<file path="src/rtl/p251_pkg.sv">
// Shared GF(251) definitions: field constant, modular helpers, evaluator state encoding
// and the fixed latency of the serial field multiplier.
package p251_pkg;

    localparam logic [7:0] P251    = 8'd251;
    localparam int         MUL_LAT = 4;

    typedef enum logic [2:0] {
        S_IDLE,
        S_LOAD_TOP,
        S_WAIT_TOP,
        S_MUL,
        S_WAIT_MUL,
        S_FINISH
    } state_t;

    // Conditional subtract: maps any 8-bit value into [0,250].
    function automatic logic [7:0] p251_reduce(input logic [7:0] v);
        return (v >= P251) ? v - P251 : v;
    endfunction

    // Modular add of two operands already in [0,250].
    function automatic logic [7:0] p251_add(input logic [7:0] a, input logic [7:0] b);
        logic [8:0] s;
        logic [8:0] d;
        s = {1'b0, a} + {1'b0, b};
        d = s - {1'b0, P251};
        return (s >= {1'b0, P251}) ? d[7:0] : s[7:0];
    endfunction

endpackage

</file>
<file path="src/rtl/p251_mul.sv">
// Pipelined GF(251) multiplier: MSB-first double-and-add, two operand bits per stage,
// MUL_LAT cycles from start to done. Operands must already lie in [0,250].
module p251_mul
    import p251_pkg::*;
(
    input  logic       clk,
    input  logic [7:0] in_1,
    input  logic [7:0] in_2,
    input  logic       start,
    output logic [7:0] out,
    output logic       done
);

    function automatic logic [7:0] step2(input logic [7:0] acc, input logic [7:0] a,
                                         input logic [1:0] bits);
        logic [7:0] t;
        t = p251_add(acc, acc);
        if (bits[1]) t = p251_add(t, a);
        t = p251_add(t, t);
        if (bits[0]) t = p251_add(t, a);
        return t;
    endfunction

    logic [7:0] r_acc_p0, r_acc_p1, r_acc_p2, r_acc_p3;
    logic [7:0] r_a_p0, r_a_p1, r_a_p2;
    logic [5:0] r_b_p0;
    logic [3:0] r_b_p1;
    logic [1:0] r_b_p2;
    logic       r_vld_p0, r_vld_p1, r_vld_p2, r_vld_p3;

    // No reset: the valid chain flushes itself within MUL_LAT idle cycles.
    always_ff @(posedge clk) begin
        // p0: bits 7..6
        r_vld_p0 <= start;
        r_acc_p0 <= step2(8'd0, in_1, in_2[7:6]);
        r_a_p0   <= in_1;
        r_b_p0   <= in_2[5:0];
        // p1: bits 5..4
        r_vld_p1 <= r_vld_p0;
        r_acc_p1 <= step2(r_acc_p0, r_a_p0, r_b_p0[5:4]);
        r_a_p1   <= r_a_p0;
        r_b_p1   <= r_b_p0[3:0];
        // p2: bits 3..2
        r_vld_p2 <= r_vld_p1;
        r_acc_p2 <= step2(r_acc_p1, r_a_p1, r_b_p1[3:2]);
        r_a_p2   <= r_a_p1;
        r_b_p2   <= r_b_p1[1:0];
        // p3: bits 1..0
        r_vld_p3 <= r_vld_p2;
        r_acc_p3 <= step2(r_acc_p2, r_a_p2, r_b_p2);
    end

    assign out  = r_acc_p3;
    assign done = r_vld_p3;

endmodule

</file>
<file path="src/rtl/p251_horner_eval.sv">
// Horner-rule evaluator of P(x) mod 251 over coefficients fetched from external memory,
// one multiply per coefficient through p251_mul.
module p251_horner_eval
    import p251_pkg::*;
#(
    parameter int N_COEFF = 16,
    parameter int ADDR_W  = (N_COEFF > 1) ? $clog2(N_COEFF) : 1
) (
    input  logic              clk,
    input  logic              rst_n,
    input  logic              start,
    input  logic [7:0]        x,
    output logic              coeff_rd,
    output logic [ADDR_W-1:0] coeff_addr,
    input  logic [7:0]        coeff_in,
    output logic [7:0]        result,
    output logic              busy,
    output logic              done
);

    localparam logic [ADDR_W-1:0] ADDR_TOP  = ADDR_W'(N_COEFF - 1);
    localparam logic [ADDR_W-1:0] ADDR_NEXT = ADDR_W'((N_COEFF > 1) ? N_COEFF - 2 : 0);

    state_t            r_state;
    logic              r_busy;
    logic              r_done;
    logic              r_coeff_rd;
    logic [ADDR_W-1:0] r_coeff_addr;
    logic              r_mul_start;
    logic [7:0]        r_result;
    logic [ADDR_W-1:0] r_idx;
    logic              r_first;
    logic [7:0]        r_x;
    logic [7:0]        r_acc;
    logic [7:0]        r_c;

    logic [7:0] w_mul_out;
    logic       w_mul_done;
    logic [7:0] w_c_in;
    logic [7:0] w_c_sel;
    logic [7:0] w_sum;

    p251_mul u_mul (
        .clk   (clk),
        .in_1  (r_acc),
        .in_2  (r_x),
        .start (r_mul_start),
        .out   (w_mul_out),
        .done  (w_mul_done)
    );

    // The coefficient bus is only valid in the first WAIT_MUL cycle; later use the copy.
    assign w_c_in  = p251_reduce(coeff_in);
    assign w_c_sel = r_first ? w_c_in : r_c;
    assign w_sum   = p251_add(w_mul_out, w_c_sel);

    always_ff @(posedge clk or negedge rst_n) begin
        if (!rst_n) begin
            r_state      <= S_IDLE;
            r_busy       <= 1'b0;
            r_done       <= 1'b0;
            r_coeff_rd   <= 1'b0;
            r_coeff_addr <= '0;
            r_mul_start  <= 1'b0;
            r_result     <= 8'd0;
            r_idx        <= '0;
            r_first      <= 1'b0;
        end else begin
            r_done      <= 1'b0;
            r_coeff_rd  <= 1'b0;
            r_mul_start <= 1'b0;
            r_first     <= 1'b0;
            case (r_state)
                S_IDLE: begin
                    if (start) begin
                        r_state      <= S_LOAD_TOP;
                        r_busy       <= 1'b1;
                        r_coeff_rd   <= 1'b1;
                        r_coeff_addr <= ADDR_TOP;
                    end
                end
                S_LOAD_TOP: r_state <= S_WAIT_TOP;
                S_WAIT_TOP: begin
                    if (N_COEFF == 1) begin
                        r_state  <= S_FINISH;
                        r_done   <= 1'b1;
                        r_result <= w_c_in;
                    end else begin
                        r_state      <= S_MUL;
                        r_idx        <= ADDR_NEXT;
                        r_mul_start  <= 1'b1;
                        r_coeff_rd   <= 1'b1;
                        r_coeff_addr <= ADDR_NEXT;
                    end
                end
                S_MUL: begin
                    r_state <= S_WAIT_MUL;
                    r_first <= 1'b1;
                end
                S_WAIT_MUL: begin
                    if (w_mul_done) begin
                        if (r_idx == '0) begin
                            r_state  <= S_FINISH;
                            r_done   <= 1'b1;
                            r_result <= w_sum;
                        end else begin
                            r_state      <= S_MUL;
                            r_idx        <= r_idx - ADDR_W'(1);
                            r_mul_start  <= 1'b1;
                            r_coeff_rd   <= 1'b1;
                            r_coeff_addr <= r_idx - ADDR_W'(1);
                        end
                    end
                end
                S_FINISH: begin
                    r_state <= S_IDLE;
                    r_busy  <= 1'b0;
                end
                default: r_state <= S_IDLE;
            endcase
        end
    end

    // Datapath registers carry no reset; they are always rewritten before use.
    always_ff @(posedge clk) begin
        if (r_state == S_IDLE && start)
            r_x <= p251_reduce(x);
        if (r_state == S_WAIT_TOP)
            r_acc <= w_c_in;
        if (r_state == S_WAIT_MUL && r_first)
            r_c <= w_c_in;
        if (r_state == S_WAIT_MUL && w_mul_done)
            r_acc <= w_sum;
    end

    assign coeff_rd   = r_coeff_rd;
    assign coeff_addr = r_coeff_addr;
    assign result     = r_result;
    assign busy       = r_busy;
    assign done       = r_done;

endmodule

</file>
<file path="config.mk">
export PLATFORM = sky130hd
export DESIGN_NAME = p251_horner_eval
export DESIGN_NICKNAME = d
export VERILOG_FILES = /design/src/rtl/p251_pkg.sv /design/src/rtl/p251_mul.sv /design/src/rtl/p251_horner_eval.sv
export SDC_FILE = /design/constraint.sdc
export NUM_CORES = 1
export LEC_CHECK = 0
export CAP_MARGIN = 30
export CELL_PAD_IN_SITES_DETAIL_PLACEMENT = 1
export CELL_PAD_IN_SITES_GLOBAL_PLACEMENT = 1
export CORE_MARGIN = 8
export CORE_UTILIZATION = 45
export DETAILED_ROUTE_END_ITERATION = 10
export GPL_TIMING_DRIVEN = 0
export PLACE_DENSITY = 0.83
export SLEW_MARGIN = 20
export SYNTH_ARGS = -nofsm -noshare
export SYNTH_HDL_FRONTEND = slang
export SYNTH_SLANG_ARGS = --single-unit
</file>
<file path="constraint.sdc">
create_clock -name clk -period 12.7 [get_ports clk]
set_input_delay 1.27 -clock clk [delete_from_list [all_inputs] [get_ports clk]]
set_output_delay 1.27 -clock clk [all_outputs]
set_load 0.005 [all_outputs]
</file>
==> results.md <==
* Post-synth net total at 1284
* Pre-CTS setup slack at 5.27 ns
* Fill count at 2615
* Worst skew pair latency at 0.42 ns
* Switching Share at 0.491
* Die ar. at 0.0276 mm^2
* Design area at 0.0114 mm^2
* Area grow syn2layout at 12.5%
* Tot Pwr at 3.10 mW
* Post-cts resize count at 0
* RSZ-0062 raised after global routing: false
* Yosys cell types at 99
* Total CTS buffers at 17
* Switching pwr at 1.52 mW
* Setup violators final at 0
* Rel. slew slack at 0.451
* Vias at 8982
* Slew @ Worst Pin at 0.824 ns
* Final net count at 1337
* FF+latch area at 0.00276 mm^2
* Initial Util at 0.453
* Die Ht at 166 um
* Synth Register Bits at 120
* Core ar. at 0.0224 mm^2
* Final Cycle Share at 0.602
* Top-count cell post-synth: ha_1
* Leakage at 4.75 nW
* Crit end category: register
* Worst-path clk slew at 0.06 ns
* Post-route insts no fill at 1510
* Maximum VDD drop at 0.225 mV
* Worst hold path type: reg2reg
* Final WS setup at 5.06 ns
* GRT Overall Usage at 0.217
* Setup TNS at 0 ns
* WL final at 29.8 mm
* I/O Pins at 34
* Antenna viol nets, final at 0
* Clock share of power at 0.152
* Post-Synth XOR/XNOR Area at 0.0878
* Initial antenna violation count at 0
* Internal power at 1.58 mW
* Grt ovf at 0
* FP Rows at 55
* Worst Hold Slack at 0.327 ns
* Max-cap check violation count at 0
* Status: completed
* PwrDens at 272 mW/mm^2
* Synth top area cells: dfxtp_1, ha_1, edfxtp_1
* Simple-gate share of the synthesized area at 0.197
* Syn Area/Cell at 8.75 um^2
* Cells after synthesis at 1159
* Maximum clock rate at 131 MHz
* CTS tree: yes
* Syn. warnings at 0
* Post-synth top flop: dfxtp_1
* Vias in the first global route at 9790
* Tmin final at 7.64 ns
* Top cell type's share of synthesized area at 0.142
* Mux contribution to synthesized area at 0.0495
* Routability cong. at 0.887
* Critical path start-end classification: reg2reg
* Nature of the critical path startpoint: register
* Yosys top cell by area: dfxtp_1
* Post-synth EDFFs at 24
* Clock buffer depth at 2
* Most instantiated cells after synthesis: ha_1, nand2_1, nor2_1, a21oi_1, dfxtp_1
* First-iteration detailed-routing DRC count at 530
* Multi-input logic area at 0.00704 mm^2
* Power share of the sequential group at 0.153
* Die width at 166 um
* Crit-path max FO at 8
* Fin. Hold Viols at 0
* Largest family of logic cells by synthesized area: compound AO/OA/AOI/OAI gates
* Placed instance count at 1477
* DRC viols at 0
* Detail Placement HPWL at 22.7 mm
* Fin. max-slew vios at 0
* Post-CTS Setup Inserts at 0
* Global-route wire length before repair at 49.9 mm
* Combinational power share at 0.695
* 1st-pass router iterations at 4
* ANT cells at 0
* Area of the mapped netlist at 0.0101 mm^2
* # H-tree levels at 4
* Synth Area in Adders at 0.137
* Post-Route Skew at 0.00710 ns
* Root buf cell: clkbuf_16
* CP Data Required Time at 13.03 ns
* Fin util at 0.510
* Avg WL per Cell at 19.7 um
* Share of layout cells above drive strength 1 at 0.0955
* Crit path DAT at 7.98 ns
* Cts hold-fix bufs at 0
* Complex-gate fraction of the synthesized area at 0.222
* Ys async rst share at 0.200
* Largest net degree at the start of global routing at 25
* Clk sinks at 120
* Post-place instance area at 0.0108 mm^2
* Vias per cell at 5.95
* I/O Buffers at 33
* Register area share after synthesis at 0.272
==> state kept, by name (all words and copies together) (netlist names), 8 cells and up <==
signal and cells:
u_mul.r_a_p2 8, r_c 8, r_x 8, u_mul.out 8
u_mul.r_acc_p0 8, u_mul.r_a_p1 8, u_mul.r_a_p0 8, result 8
r_acc 8, u_mul.r_acc_p2 8, u_mul.r_acc_p1 8
==> worst max-delay path, stage by stage, from the launching register on <==
cell and delay, ns:
dfxtp_1 0.37, and3_1 0.21, a41oi_1 0.25, inv_1 0.19
ha_1 0.21, inv_1 0.06, fa_1 0.41, xnor2_1 0.54
nor2_1 0.21, a221oi_4 0.48, a2111oi_1 0.14, or3_1 0.39
buf_4 0.17, and4b_4 0.20, a21oi_4 0.25, nor3b_1 0.11
or2_2 0.32, ha_1 0.37, nor2b_1 0.19, a221o_1 0.32
nor3b_1 0.47, nor4b_1 0.17, a311oi_2 0.59, nor2_1 0.18
and3_1 0.22, or3b_2 0.46, o31ai_2 0.08
==> layout make-up <==
cell class              instances  area share
plain buffers                  25     0.00900
clock buffers                  18      0.0376
clock inverters                14      0.0121
inverters                      66      0.0217
multi-input cells             948       0.617
flip-flops and latches        120       0.242
well taps                     285      0.0313
repair buffers                 34      0.0290
==> power groups by stage <==
| stage | sequential [mW] | clock [mW] | combinational [mW] |
|---|---|---|---|
| 5_1_grt | 0.479 | 0.490 | 2.38 |
| 4_1_cts | 0.475 | 0.475 | 2.14 |
| 6_report | 0.475 | 0.470 | 2.15 |
| 3_3_place_gp | 0.480 | 0 | 1.97 |
| 3_5_place_dp | 0.482 | 0 | 2.06 |
| 2_1_floorplan | 0.461 | 0 | 1.63 |
==> metal layers <==
metal	GRT usage	wire length (um)	vias up
met5	0	0	-
met4	0.0597	566	0
met3	0.0340	807	41
met2	0.393	15200	140
met1	0.260	13200	4468
li1	-	-	4333
==> logic make-up after synthesis <==
family | after synthesis
simple gates | 380
buf+inv | 91
mux | 46
fa+ha+maj | 106
xor+xnor | 100
compound gates | 316
flops | 120
==> cells in the final DEF (no fill, tap or decap), types with 12 or more instances in the layout <==
cell type | synthesis | final
a21o_1 | 20 | 20
a21oi_1 | 79 | 79
a31oi_1 | 12 | 12
and2_1 | 17 | 17
and3_1 | 12 | 12
clkbuf_1 | 20 | 21
clkbuf_16 | 0 | 17
clkdlybuf4s50_1 | 0 | 32
dfrtp_1 | 24 | 24
dfxtp_1 | 72 | 72
edfxtp_1 | 24 | 24
ha_1 | 98 | 98
inv_1 | 65 | 65
mux2_2 | 25 | 25
mux2i_1 | 19 | 19
nand2_1 | 87 | 87
nand3_1 | 32 | 32
nor2_1 | 83 | 83
nor2b_1 | 34 | 34
nor3_1 | 21 | 21
o211ai_1 | 17 | 17
o21a_1 | 14 | 14
o21ai_0 | 60 | 60
or3_1 | 12 | 12
xnor2_1 | 56 | 56
xor2_1 | 42 | 42
==> path summary, 6_finish.rpt <==
kind                                      to              start  slack [ns]  cells past startpoint
max                        u_mul.r_acc_p2[6]  u_mul.r_acc_p1[4]        5.06                     26
max reg2reg                u_mul.r_acc_p2[6]  u_mul.r_acc_p1[4]        5.06                     26
min reg2reg                   u_mul.r_vld_p1     u_mul.r_vld_p0        0.33                      0
min in group asynchronous           coeff_rd              rst_n        0.83                      1
min                           u_mul.r_vld_p1     u_mul.r_vld_p0        0.33                      0
max in group asynchronous          result[2]              rst_n       11.48                      1
(Power assumes the default switching activity.)
